### src/rtl/pc_ctrl_pkg.sv
// rtl/pc_ctrl_pkg.sv - shared state encodings and default parameters for the fetch sequencer
package pc_ctrl_pkg;

    typedef enum logic [1:0] {
        ST_BOOT   = 2'd0,
        ST_ISSUE  = 2'd1,
        ST_IDLE   = 2'd2,
        ST_HALTED = 2'd3
    } pc_state_t;

    localparam int PC_W_DEF      = 8;
    localparam int RESET_VEC_DEF = 0;
    localparam int INC_DEF       = 1;

endpackage

### src/rtl/pc_next.sv
// rtl/pc_next.sv - combinational next-PC select (increment, redirect, latched target or hold)
module pc_next #(
    parameter int          PC_W = 8,
    parameter int unsigned INC  = 1
) (
    input  logic [PC_W-1:0] i_pc,
    input  logic            i_issue,
    input  logic            i_ack,
    input  logic            i_redirect,
    input  logic [PC_W-1:0] i_redirect_target,
    input  logic            i_squash,
    input  logic [PC_W-1:0] i_latched_target,
    output logic [PC_W-1:0] o_pc_next,
    output logic            o_deliver,
    output logic            o_squash_ack
);

    localparam logic [PC_W-1:0] INC_W = PC_W'(INC);

    // While a request is outstanding the PC must stay put, so a redirect
    // only takes effect on the ack; elsewhere it loads immediately.
    always_comb begin
        o_pc_next    = i_pc;
        o_deliver    = 1'b0;
        o_squash_ack = 1'b0;
        if (i_issue) begin
            if (i_ack) begin
                if (i_redirect) begin
                    o_pc_next    = i_redirect_target;
                    o_squash_ack = 1'b1;
                end else if (i_squash) begin
                    o_pc_next    = i_latched_target;
                    o_squash_ack = 1'b1;
                end else begin
                    o_pc_next    = i_pc + INC_W;
                    o_deliver    = 1'b1;
                end
            end
        end else if (i_redirect) begin
            o_pc_next = i_redirect_target;
        end
    end

endmodule

### src/rtl/pc_ctrl.sv
// rtl/pc_ctrl.sv - PC fetch sequencer with imem handshake; PC_CTRL_PERF_EN adds fetch/squash counters
module pc_ctrl
    import pc_ctrl_pkg::*;
#(
    parameter int              PC_W      = PC_W_DEF,
    parameter logic [PC_W-1:0] RESET_VEC = PC_W'(RESET_VEC_DEF),
    parameter int unsigned     INC       = INC_DEF
) (
    input  logic            clk,
    input  logic            rst,
    output logic            imem_req,
    output logic [PC_W-1:0] imem_addr,
    input  logic            imem_ack,
    output logic            instr_valid,
    output logic [PC_W-1:0] instr_pc,
    input  logic            stall,
    input  logic            halt,
    input  logic            redirect_valid,
    input  logic [PC_W-1:0] redirect_target,
    output logic            halted,
    output logic [PC_W-1:0] pc
`ifdef PC_CTRL_PERF_EN
    ,
    output logic [15:0]     fetch_cnt,
    output logic [15:0]     squash_cnt
`endif
);

    pc_state_t       r_state;
    pc_state_t       w_state_next;
    logic [PC_W-1:0] r_pc;
    logic [PC_W-1:0] r_target;
    logic            r_squash;
    logic            r_instr_valid;
    logic [PC_W-1:0] r_instr_pc;
    logic [PC_W-1:0] w_pc_next;
    logic            w_deliver;
    logic            w_squash_ack;
    logic            w_issue;
    logic            w_resume;

    assign w_issue = (r_state == ST_ISSUE);
    // Target state when leaving IDLE/HALTED or finishing a fetch without halting.
    assign w_resume = stall ? 1'b1 : 1'b0;

    pc_next #(
        .PC_W (PC_W),
        .INC  (INC)
    ) u_pc_next (
        .i_pc              (r_pc),
        .i_issue           (w_issue),
        .i_ack             (imem_ack),
        .i_redirect        (redirect_valid),
        .i_redirect_target (redirect_target),
        .i_squash          (r_squash),
        .i_latched_target  (r_target),
        .o_pc_next         (w_pc_next),
        .o_deliver         (w_deliver),
        .o_squash_ack      (w_squash_ack)
    );

    always_ff @(posedge clk or posedge rst) begin
        if (rst) begin
            r_state <= ST_BOOT;
        end else begin
            r_state <= w_state_next;
        end
    end

    // Redirect outranks halt: it always lands in ISSUE, or IDLE under stall.
    always_comb begin
        w_state_next = r_state;
        case (r_state)
            ST_BOOT, ST_IDLE: begin
                if (redirect_valid) begin
                    w_state_next = w_resume ? ST_IDLE : ST_ISSUE;
                end else if (halt) begin
                    w_state_next = ST_HALTED;
                end else begin
                    w_state_next = w_resume ? ST_IDLE : ST_ISSUE;
                end
            end
            ST_ISSUE: begin
                if (imem_ack) begin
                    if (!redirect_valid && halt) begin
                        w_state_next = ST_HALTED;
                    end else begin
                        w_state_next = w_resume ? ST_IDLE : ST_ISSUE;
                    end
                end
            end
            ST_HALTED: begin
                if (redirect_valid) begin
                    w_state_next = w_resume ? ST_IDLE : ST_ISSUE;
                end
            end
            default: w_state_next = ST_BOOT;
        endcase
    end

    always_comb begin
        imem_req = (r_state == ST_ISSUE);
        halted   = (r_state == ST_HALTED);
    end

    always_ff @(posedge clk or posedge rst) begin
        if (rst) begin
            r_pc          <= RESET_VEC;
            r_target      <= '0;
            r_squash      <= 1'b0;
            r_instr_valid <= 1'b0;
            r_instr_pc    <= '0;
        end else begin
            r_pc          <= w_pc_next;
            r_instr_valid <= w_deliver;
            if (w_deliver) begin
                r_instr_pc <= r_pc;
            end
            if (w_issue && imem_ack) begin
                r_squash <= 1'b0;
            end else if (w_issue && redirect_valid) begin
                r_squash <= 1'b1;
                r_target <= redirect_target;
            end
        end
    end

    assign imem_addr   = r_pc;
    assign pc          = r_pc;
    assign instr_valid = r_instr_valid;
    assign instr_pc    = r_instr_pc;

`ifdef PC_CTRL_PERF_EN
    logic [15:0] r_fetch_cnt;
    logic [15:0] r_squash_cnt;

    always_ff @(posedge clk or posedge rst) begin
        if (rst) begin
            r_fetch_cnt  <= '0;
            r_squash_cnt <= '0;
        end else begin
            if (w_deliver && (r_fetch_cnt != 16'hFFFF)) begin
                r_fetch_cnt <= r_fetch_cnt + 16'd1;
            end
            if (w_squash_ack && (r_squash_cnt != 16'hFFFF)) begin
                r_squash_cnt <= r_squash_cnt + 16'd1;
            end
        end
    end

    assign fetch_cnt  = r_fetch_cnt;
    assign squash_cnt = r_squash_cnt;
`endif

endmodule

### config.mk
export PLATFORM = sky130hd
export DESIGN_NAME = pc_ctrl
export DESIGN_NICKNAME = d
export VERILOG_FILES = /design/src/rtl/pc_ctrl_pkg.sv /design/src/rtl/pc_next.sv /design/src/rtl/pc_ctrl.sv
export SDC_FILE = /design/constraint.sdc
export NUM_CORES = 1
export LEC_CHECK = 0
export BUFFER_PORTS_ARGS = -buffer_cell sky130_fd_sc_hd__clkbuf_2
export CORE_UTILIZATION = 38
export CTS_CLUSTER_SIZE = 16
export DETAILED_ROUTE_END_ITERATION = 16
export GPL_TIMING_DRIVEN = 0
export PLACE_DENSITY = 0.59
export SLEW_MARGIN = 25
export SYNTH_ARGS = -nofsm -noshare
export SYNTH_HDL_FRONTEND = slang
export SYNTH_SLANG_ARGS = --single-unit
### constraint.sdc
create_clock -name clk -period 3 [get_ports clk]
set_input_delay 0.15 -clock clk [delete_from_list [all_inputs] [get_ports clk]]
set_output_delay 0.15 -clock clk [all_outputs]
set_load 0.01 [all_outputs]
## Word level (Yosys, flattened, before mapping)

Index checks and enable logic that the tools add are counted.

| storage, ports and cells | value |
|---|---|
| flip-flop bits (word level) | 28 |
| input bits | 14 |
| output and inout port bits | 27 |

| operators by class | value |
|---|---|
| $add $sub $neg | 1 |
| equality and inequality tests | 5 |
| mux-type cells | 19 |
| bitwise logic cells | 1 |
| reductions and logical operators | 11 |

Operators with widths:

| cell | count |
|---|---|
| $mux W8 | 5 |
| $mux W2 | 6 |
| $add A8 B1 Y8 const B | 1 |
| $mux W1 | 7 |
| $pmux W2 S3 | 1 |
| $reduce_and A2 Y1 | 3 |
| $eq A2 B2 Y1 const B | 2 |
| $ne A2 B2 Y1 const B | 2 |
| $reduce_bool A2 Y1 | 2 |
| $logic_and A1 B1 Y1 | 3 |
| $eq A2 B1 Y1 const B | 1 |
| $logic_not A2 Y1 | 1 |
| $reduce_or A2 Y1 | 1 |
| $logic_not A1 Y1 | 1 |
| $not A1 Y1 | 1 |

## Logic depth before layout (Yosys ltp)

Gate-level depths: netlist of run 1.

| depth | value |
|---|---|
| word-level depth | 5 |
| depth in mapped cells | 5 |
| mapped depth without buffers | 5 |

## Cells and area by module

From an unflattened synthesis of run 1, not the netlist that was laid out.

| second synthesis, totals | value |
|---|---|
| cell total of the unflattened synthesis | 126 |
| area, all modules | 1466.4 um^2 |

By module, submodules not included:

| module | times used | cells each | area each (um^2) | sequential area each (um^2) |
|---|---|---|---|---|
| pc_ctrl | 1 | 70 | 1088.5 | 700.7 |
| pc_next | 1 | 56 | 377.9 | 0.0 |

## Least setup slack after synthesis of run 1

Ideal clock, no wire load.

| timing | value |
|---|---|
| path type | flip-flop to flip-flop |
| start | register r_pc[0], in the netlist imem_addr[0] |
| end | register r_pc[6], in the netlist imem_addr[6] |
| setup time | 126 ps |
| arrival time | 1329 ps |
| setup slack | 1546 ps |
| cell stages (with the launch flop) | 6 |
| period minus slack after synthesis | 1454 ps |
| cell sequence | dfrtp_1 -> ha_1 -> nand2_1 -> nor4b_1 -> o31a_1 -> a221o_1 |

| on the way | value |
|---|---|
| longest elaborated chain between the ends | 5 |

Ends and longest elaborated chain:

| item | RTL line | source |
|---|---|---|
| from (decl) | pc_ctrl.sv:31 | `logic [PC_W-1:0] r_pc;` |
| from (signal assigned) | pc_ctrl.sv:114 | `r_pc <= w_pc_next;` |
| $add A8 B1 Y8 | pc_next.sv:35 | `o_pc_next = i_pc + INC_W;` |
| $mux W8 | pc_next.sv:31 | `end else if (i_squash) begin` |
| $mux W8 | pc_next.sv:28 | `if (i_redirect) begin` |
| $mux W8 | pc_next.sv:27 | `if (i_ack) begin` |
| $mux W8 | pc_next.sv:26 | `if (i_issue) begin` |

No other way between the ends. The select of a mux whose other input is x is not followed.
A chain may end at the register's enable or synchronous reset.

## Worst setup path in the final report of run 1

| timing | value |
|---|---|
| start | register r_state[0] |
| end | register r_pc[5], in the netlist imem_addr[5] |

| on the way | value |
|---|---|
| longest elaborated chain between the ends | 3 |

Ends and longest elaborated chain:

| item | RTL line | source |
|---|---|---|
| from (decl) | pc_ctrl.sv:29 | `pc_state_t r_state;` |
| from (signal assigned) | pc_ctrl.sv:66 | `r_state <= w_state_next;` |
| $eq A2 B1 Y1 * | pc_ctrl.sv:42 | `assign w_issue = (r_state == ST_ISSUE);` |
| $ne A2 B2 Y1 (no line) or $reduce_bool A2 Y1 (tied branches) | - |  |
| $reduce_and A2 Y1 (no line) | - |  |

Mark *: on every way between the ends. The rest lies on a longest branch, timed or not.

==> results of run 1 <==
[metal layers]
metal | vias up | share of wire [%] | GRT usage [%]
met5 | - | 0 | 0
met4 | 0 | 1.1 | 5.97
met1 | 523 | 48 | 21.9
met3 | 4 | 3.5 | 2.36
met2 | 30 | 47 | 27.9
li1 | 536 | - | -
[layout make-up]
| class | instances | area share [%] |
|---|---|---|
| Timing Repair Buffer | 41 | 12.0 |
| Clock buffer | 3 | 2.35 |
| Tap cell | 48 | 3.42 |
| Inverter | 5 | 1.07 |
| Multi-Input combinational cell | 81 | 36.5 |
| Buffer | 12 | 4.77 |
| Sequential cell | 28 | 39.9 |
[through the flow]
step	cell area [sq um]	hold WS (ns)
final	1760	0.0742
after CTS	1760	0.0744
after global placement	1710	0.349
after detailed placement	1710	0.241
after floorplan	1450	0.215
after global routing	1760	0.0756
[worst max-delay path: cells and delay by family (launching register included)]
family	cells	cell delay, ns
AO/OA/AOI/OAI	3	0.84
buffers and inverters	1	0.16
flip-flops	1	0.43
AND/OR/NAND/NOR	1	0.14
[where the power goes]
part | switching (mW) | total [mW] | internal, mW
Clock | 0.112 | 0.202 | 0.0902
Combinational | 0.211 | 0.459 | 0.248
Sequential | 0.0959 | 0.589 | 0.494
[cell families (layout without fill, tap and decap cells)]
family / Yosys count / in the layout / synth area share, %
XOR/XNOR: 4 / 4 / 2.42
AND/OR/NAND/NOR: 28 / 28 / 13.2
buffers and inverters: 17 / 61 / 7.10
flip-flops: 28 / 28 / 48.5
adder cells (fa/ha/maj): 1 / 1 / 0.866
multiplexers: 20 / 20 / 15.4
AO/OA/AOI/OAI: 28 / 28 / 12.6
[placed cells by master (no fill, tap or decap), drive strengths merged, types with 2 or more instances in the layout]
cell / synthesis / routed
nor2b: 2 / 2
and3: 3 / 3
o21ai: 4 / 4
xor2: 3 / 3
nor3b: 3 / 3
a21oi: 9 / 9
o22ai: 3 / 3
and2: 2 / 2
mux2i: 2 / 2
clkbuf: 1 / 44
nand2b: 3 / 3
nand2: 5 / 5
a22oi: 2 / 2
inv: 5 / 5
nor2: 4 / 4
mux2: 18 / 18
buf: 11 / 11
dfrtp: 28 / 28
nand3: 4 / 4
[final timing paths]
| kind | from | slack, ns | endpoint | cells after the start |
|---|---|---|---|---|
| worst max-delay path | r_state[0] | 1.37 | imem_addr[5] | 5 |
| worst min-delay path | stall | 0.07 | r_state[0] | 2 |
| worst max register to register | r_state[0] | 1.37 | imem_addr[5] | 5 |
| worst min register to register | r_target[5] | 0.51 | r_target[5] | 1 |
| max in group asynchronous | rst | 2.15 | imem_addr[0] | 3 |
| min in group asynchronous | rst | 0.46 | instr_valid | 3 |
[flip-flops by register name, indices dropped and copies added, names as in the netlist]
register,count
imem_addr,8
r_state,2
r_squash,1
instr_pc,8
r_target,8
instr_valid,1
==> results.toml, run 1 <==
[timing]
setup_ws_ns = 1.37
report.final.setup_viol = 0
rsz0062_at_grt = "false"
fin_crit_sh_pct = 54.3
clock_skew_ns = 0.00523
tns_ns = 0
post-route-min-period_ns = 1.63
worst_slew_pin_slew_ns = 0.642
finalHoldViolCount = 0
maxSlewHeadroom_pct = 57.1
drv_slew = 0
max_freq_mhz = 614

[power]
pwr_density_cell_nw_per_um2 = 712
leakagePower_nw = 0.863
finalPower_mw = 1.25
ir_drop_mv = 0.303

[global_route]
grt_pass1_wl_microns = 5200
antenna_found_initial = 0
grt_use_total_pct = 16.7
grt_max_degree = 29
grt_pass1_vias = 1049
grt-ovfl-total = 0

[critical_path]
critPathSlowestCell = "o21bai_1"
startpoint_type = "flop"
worstSetupPathType = "reg -> reg"
crit_path_max_incr_delay_ns = 0.52
cp_cell_sequence = "nor2b_1 > buf_4 > o21bai_1 > a22o_1 > a211o_1"
critical_path_arrival_ns = 1.85
critical_path.max_fanout = 8
endpoint_kind = "flop"
required_ns = 3.22

[cts]
cts_root_buf = "clkbuf_8"
cts_hold_buf = 1
clk_latency_ns = 0.27
cts_buffers = 3
cts_setup_buffers = 0
cts.sink_count = 28
cts_buffer_depth = 2
postCtsResizedCells = 0
cts.htree.levels = 1
cts_tree = "built"
clkTransAtPathRegs_ns = 0.09

[route]
routed_wl_microns = 2990
vias = 1093
drt_pre_antenna_iters = 4
viasPerCell = 5.01
wire_per_inst_microns = 13.7
drt_iter0_drc = 36
antenna_left = 0
drc_errors = 0

[finish]
drive_gt1_share_pct = 45.3
seq_area_sq_um = 701
antenna_cells = 0
instances_no_fill = 218
multi_input_comb_area_sq_um = 642
fin_util_pct = 48.0
nFillCells = 362
area_growth_pct = 21.6
nNetsFinal = 187

[synthesis]
synth_edf_count = 0
netlist_instances = 126
synth_top_cells_by_area = "dfrtp_1 (48%), mux2_2 (14%), buf_4 (5.2%)"
synth_most_common_cell = "dfrtp_1"
postSynth.asyncResetShare_pct = 100
yosys_most_used_dff = "dfrtp_1"
synth-seq-area-share_pct = 48.5
synth_top_area_share_pct = 48.5
synthTopCellsByCount = "dfrtp_1 (28), mux2_2 (18), buf_4 (10), a21oi_1 (9)"
synthesis.nets = 141
ys_types = 37
ys_seq_elements = 28
synth_area_sq_um = 1450
synth.avg_cell_area_sq_um = 11.5
yosysWarnings = 0
yosys.area.top_type = "dfrtp_1"

[die]
rows = 22
die_h_microns = 63.7
ios = 41
initial_core_util_pct = 39.5
dieArea_sq_um = 4050
die_x_microns = 63.7
coreArea_sq_um = 3660

[place]
placed_cells = 214
detailedPlacementHpwl_microns = 2170
gp_congestion = 0.775
post-place-ws_ns = 1.37
io_buffers = 40

[run_status]
status = "completed"

[worst_hold_path]
hold_class = "in -> reg"

[flow_run]
timing.max_cap.violations = 0
(Power assumes the default switching activity.)
==> run 2: changes to the inputs <==
Settings changed: ABC_AREA from default to 1, PLACE_DENSITY 0.59 to 0.61.
Clock period 3 ns to 1.45 ns, I/O delays scaled along.
==> run 2 against run 1 <==
- critical path depth is 2 higher
- critical endpoint is now instr_pc[1]
- global-route usage is 0.53 points lower
- hold slack worse by 0.036 ns
- total power is 130% higher
==> results.toml, run 2 <==
[critical_path]
regToRegSetupSlack_ns = 0.14
critical_path.max_fanout = 10
timing.rr.start = "r_state[1]"
startpoint_type = "flop"
endpoint_kind = "flop"
required_ns = 1.62
worstSetupPathType = "reg -> reg"
rr_endpoint = "instr_pc[1]"
critical_path_arrival_ns = 1.49
r2r_cells = 7

[route]
drc_errors = 0
wire_per_inst_microns = 11.1
drt_pre_antenna_iters = 4
antenna_left = 0
drt_iter0_drc = 40
routed_wl_microns = 3060
viasPerCell = 4.49
vias = 1240

[die]
dieArea_sq_um = 4350
rows = 22
initial_core_util_pct = 40.9
die_h_microns = 65.9
ios = 41
die_x_microns = 65.9
coreArea_sq_um = 3800

[synthesis]
yosys.area.top_type = "dfrtp_1"
synth_top_area_share_pct = 45.1
ys_types = 27
netlist_instances = 182
synth-seq-area-share_pct = 45.1
ys_seq_elements = 28
synth_area_sq_um = 1550
synthesis.nets = 197
synth_edf_count = 0
postSynth.asyncResetShare_pct = 100
synth_top_cells_by_area = "dfrtp_1 (45%), nand2_1 (8.2%), a21oi_1 (5.8%)"
synth.avg_cell_area_sq_um = 8.53
synthTopCellsByCount = "nand2_1 (34), dfrtp_1 (28), a21oi_1 (18), inv_1 (17), nor2_1 (17)"
yosysWarnings = 0
yosys_most_used_dff = "dfrtp_1"
synth_most_common_cell = "nand2_1"

[finish]
nNetsFinal = 244
antenna_cells = 0
final_common_cell = "clkbuf_2"
mostFrequentLayoutCells = "clkbuf_2 (40), nand2_1 (34), dfrtp_1 (26), a21oi_1 (18), nor2_1 (17)"
drive_gt1_share_pct = 39.9
nFillCells = 387
area_growth_pct = 21.9

[cts]
cts_setup_buffers = 0
cts_tree = "built"
cts.sink_count = 28
cts_buffer_depth = 2
clkTransAtPathRegs_ns = 0.09
cts_buffers = 3
cts_root_buf = "clkbuf_8"
clk_latency_ns = 0.27
cts.htree.levels = 1

[run_status]
status = "completed"

[flow_run]
timing.max_cap.violations = 0

[power]
pwr_density_cell_nw_per_um2 = 1490
ir_drop_mv = 0.541
leakagePower_nw = 1.00
finalPower_mw = 2.82

[timing]
finalHoldViolCount = 0
drv_slew = 0
post-route-min-period_ns = 1.31
worst_slew_pin_slew_ns = 0.589
fin_crit_sh_pct = 90.7
report.final.setup_viol = 0
maxSlewHeadroom_pct = 60.7
max_freq_mhz = 761
clock_skew_ns = 0.00135
rsz0062_at_grt = "false"
tns_ns = 0

[place]
io_buffers = 40
gp_congestion = 0.784
detailedPlacementHpwl_microns = 2350

[global_route]
grt_use_total_pct = 16.2
use_met3_pct = 1.72
gr-usage-met1_pct = 21.9
busiest_layer = "met2"
grt_pass1_wl_microns = 5370
grt_pass1_vias = 1186
antenna_found_initial = 0
grt-ovfl-total = 0
grt_max_degree = 29
grt_use_met2_pct = 26.3

[worst_hold_path]
hold_start = "redirect_target[0]"
hold_class = "in -> reg"
whs_path_depth = 3
min_to = "r_target[0]"
[run 2: cell count changes after synthesis, moves of 3 or more]
cell,change
mux2_2,-18
nor2_1,+14
nand2_4,+4
nand2b_1,-3
inv_1,+12
o21ai_2,+9
inv_2,+5
nand3_1,+7
nand2_1,+29
a21oi_1,+9
a21oi_2,+6
[run 2: layer usage]
layer | vias to the layer above | part of all wire (%)
met5 | - | 0
met4 | 0 | 1.6
met3 | 4 | 3.1
met2 | 25 | 45
met1 | 542 | 50
li1 | 669 | -
[run 2: how the worst max path moves through the flow]
stage / start / endpoint
floorplan: r_state[1] / instr_pc[0]
global placement: imem_addr[1] / imem_addr[6]
detailed placement: imem_addr[1] / imem_addr[6]
CTS: imem_addr[1] / imem_addr[6]
global route: imem_addr[1] / imem_addr[6]
finish: r_state[1] / instr_pc[1]
[run 2: cell families (layout without fill, tap and decap cells)]
kind of cell,Yosys count,in the layout,synth area share [%]
AND/OR/NAND/NOR,72,72,22.8
AO/OA/AOI/OAI,45,45,19.1
buffers and inverters,35,81,11.6
flip-flops,28,28,45.1
adder cells (fa/ha/maj),1,1,0.806
XOR/XNOR,1,1,0.564
[run 2: metrics by stage]
stage	worst slack (ns)	utilization [%]	area [sq um]	instances	hold slack, ns
2_1_floorplan	0.210	-	1550	182	0.138
3_3_place_gp	0.136	47.7	1810	270	0.281
3_5_place_dp	0.124	47.7	1810	270	0.161
4_1_cts	0.107	49.7	1890	276	0.0388
5_1_grt	0.00559	49.8	1890	276	0.0461
6_report	0.135	49.8	1890	276	0.0381
[run 2: layout make-up]
cell class | instances | area, sq um | area share (%)
plain buffers | 13 | 97.6 | 5.16
clock buffers | 4 | 55.1 | 2.91
inverters | 22 | 82.6 | 4.36
multi-input cells | 119 | 674 | 35.6
flip-flops and latches | 28 | 703 | 37.1
well taps | 48 | 60.1 | 3.17
repair buffers | 42 | 220 | 11.6
[run 2: repair_timing]
item / 4_1_cts / 5_1_grt
hold buffers: 2 / 0
gates resized for setup: 0 / 3
endpoints found under the hold margin: 29 / 0
endpoints found under the setup margin: 0 / 1
[run 2: critical path, stage by stage (launching register included)]
cell     delay (ns)
dfrtp_1        0.44
nor2_8         0.22
nand2_4        0.07
inv_2          0.09
nand3_4        0.10
buf_6          0.18
nand2_1        0.06
nand2_1        0.05
[run 2: power breakdown]
group / internal (mW) / switching (mW)
Clock: 0.243 / 0.234
Sequential: 1.02 / 0.181
Combinational: 0.495 / 0.645
==> run 3: changes to the inputs <==
Settings changed: CELL_PAD_IN_SITES_DETAIL_PLACEMENT from default to 1, CELL_PAD_IN_SITES_GLOBAL_PLACEMENT from default to 1, CORE_ASPECT_RATIO from default to 1.2, CORE_UTILIZATION 38 to 34, PLACE_DENSITY 0.61 to 0.72.
==> run 3 against run 2 <==
- non-clock buffer count fell by 1
- first-iteration DRC count rose by 5.0%
- critical endpoint is now instr_pc[2]
- hold slack got worse by 0.035 ns
- total power fell by 1.8%
- highest routed layer unchanged
- sequential power barely moved
- core utilization fell by 6.4 points
- register-to-register slack got worse by 0.02 ns
- die area rose by 11%
- worst setup slack got worse by 0.016 ns
- design area fell by 0.73%
==> results.toml, run 3 (same netlist as run 2, synthesis figures left out) <==
[run_status]
status = "completed"

[cts]
cts.sink_count = 28
clkTransAtPathRegs_ns = 0.09
cts_setup_buffers = 0
cts_buffer_depth = 2
clk_latency_ns = 0.26
cts.htree.levels = 1
cts_buffers = 3
cts_root_buf = "clkbuf_8"
cts_tree = "built"

[critical_path]
critical_path_arrival_ns = 1.50
required_ns = 1.61
startpoint_type = "flop"
r2r_cells = 7
cp_cell_sequence = "nor2_8 > nand2_4 > inv_2 > nand3_4 > buf_6 > nand2_1 > nand2_1"
critPathMostFrequentCell = "nand2_1"
critPathSlowestCell = "dfrtp_1"
critical_path.max_fanout = 10
crit_path_max_incr_delay_ns = 0.45
endpoint_kind = "flop"
worstSetupPathType = "reg -> reg"

[timing]
tns_ns = 0
drv_slew = 0
finalHoldViolCount = 0
maxSlewHeadroom_pct = 59.6
max_freq_mhz = 752
worst_slew_pin_slew_ns = 0.606
clock_skew_ns = 0.00173
report.final.setup_viol = 0
post-route-min-period_ns = 1.33
fin_crit_sh_pct = 91.7
setup_ws_ns = 0.120
rsz0062_at_grt = "false"

[die]
coreArea_sq_um = 4330
die_x_microns = 63.7
die_h_microns = 76.0
rows = 26
initial_core_util_pct = 35.9
dieArea_sq_um = 4840
ios = 41

[route]
drt_pre_antenna_iters = 4
wire_per_inst_microns = 12.1
antenna_left = 0
vias = 1285
drt_iter0_drc = 42
viasPerCell = 4.56
drc_errors = 0
routed_wl_microns = 3420

[power]
ir_drop_mv = 0.496
pwr_density_cell_nw_per_um2 = 1470
leakagePower_nw = 0.990

[place]
post-place-ws_ns = 0.0748
gp_congestion = 0.783
io_buffers = 40
detailedPlacementHpwl_microns = 2700

[finish]
mostFrequentLayoutCells = "clkbuf_2 (40), nand2_1 (34), dfrtp_1 (26), a21oi_1 (18)"
area_growth_pct = 21.0
final_common_cell = "clkbuf_2"
nNetsFinal = 243
drive_gt1_share_pct = 39.8
antenna_cells = 0

[global_route]
grt_max_degree = 29
grt_use_total_pct = 15.2
grt_pass1_wl_microns = 5870
antenna_found_initial = 0
grt-ovfl-total = 0
grt_pass1_vias = 1275

[worst_hold_path]
hold_class = "in -> reg"
whs_path_depth = 2

[flow_run]
timing.max_cap.violations = 0
==> run 3: cell types whose count changed in the layout (fill, tap and decap cells not counted), sizes merged <==
cell / previous run / this run
clkbuf: 44 / 43
dlygate4sd3: 2 / 1
==> run 3: timing repair <==
| action | CTS | global route |
|---|---|---|
| resized for setup | 0 | 3 |
| hold endpoints to repair | 28 | 0 |
| hold buffers | 1 | 0 |
| endpoints found under the setup margin | 0 | 2 |
==> run 3: through the flow <==
stage	hold slack, ns	power, mW	instance area [sq um]	util (%)	instances
2_1_floorplan	0.138	1.98	1550	-	182
3_3_place_gp	0.287	2.35	1820	42.1	278
3_5_place_dp	0.162	2.39	1820	42.1	278
4_1_cts	0.00274	2.81	1870	43.3	282
5_1_grt	0.00871	3.00	1880	43.4	282
6_report	0.00305	2.77	1880	43.4	282
==> run 3: path summary, 6_finish.rpt <==
path,start,to,slack (ns)
setup / recovery,r_state[1],instr_pc[2],0.12
hold reg to reg,instr_pc[6],instr_pc[6],0.49
setup reg to reg,r_state[1],instr_pc[2],0.12
max in group asynchronous,rst,imem_addr[0],0.61
hold / removal,stall,r_state[0],0.003
min in group asynchronous,rst,instr_pc[1],0.41
==> run 3: routing by layer <==
layer	vias up	share of wire [%]	routed length, microns	global-route usage (%)
li1	669	-	-	-
met1	593	47	1610	20.3
met2	21	50	1700	25.4
met3	2	2.3	77	1.80
met4	0	0.85	29	4.77
met5	-	0	0	0
==> run 3: area by class of cell <==
class,count,area (sq um)
fill,543,2450
sequential,28,703
inverter,22,82.6
buffer,13,97.6
clock buffer,3,41.3
tap,56,70.1
multi-input combinational,119,674
timing repair buffer,41,210
==> run 3: power by group <==
part / leakage [nW] / total, mW / switching, mW / internal (mW)
clock: 0.0216 / 0.412 / 0.226 / 0.186
combinational: 0.637 / 1.15 / 0.662 / 0.493
sequential: 0.332 / 1.20 / 0.181 / 1.02
total: 0.990 / 2.77 / 1.07 / 1.70
==> run 3: worst max-delay path, delay by kind of cell (launching register included) <==
kind          cells  cell delay (ns)
simple gates      5             0.51
flops             1             0.45
buf+inv           2             0.27
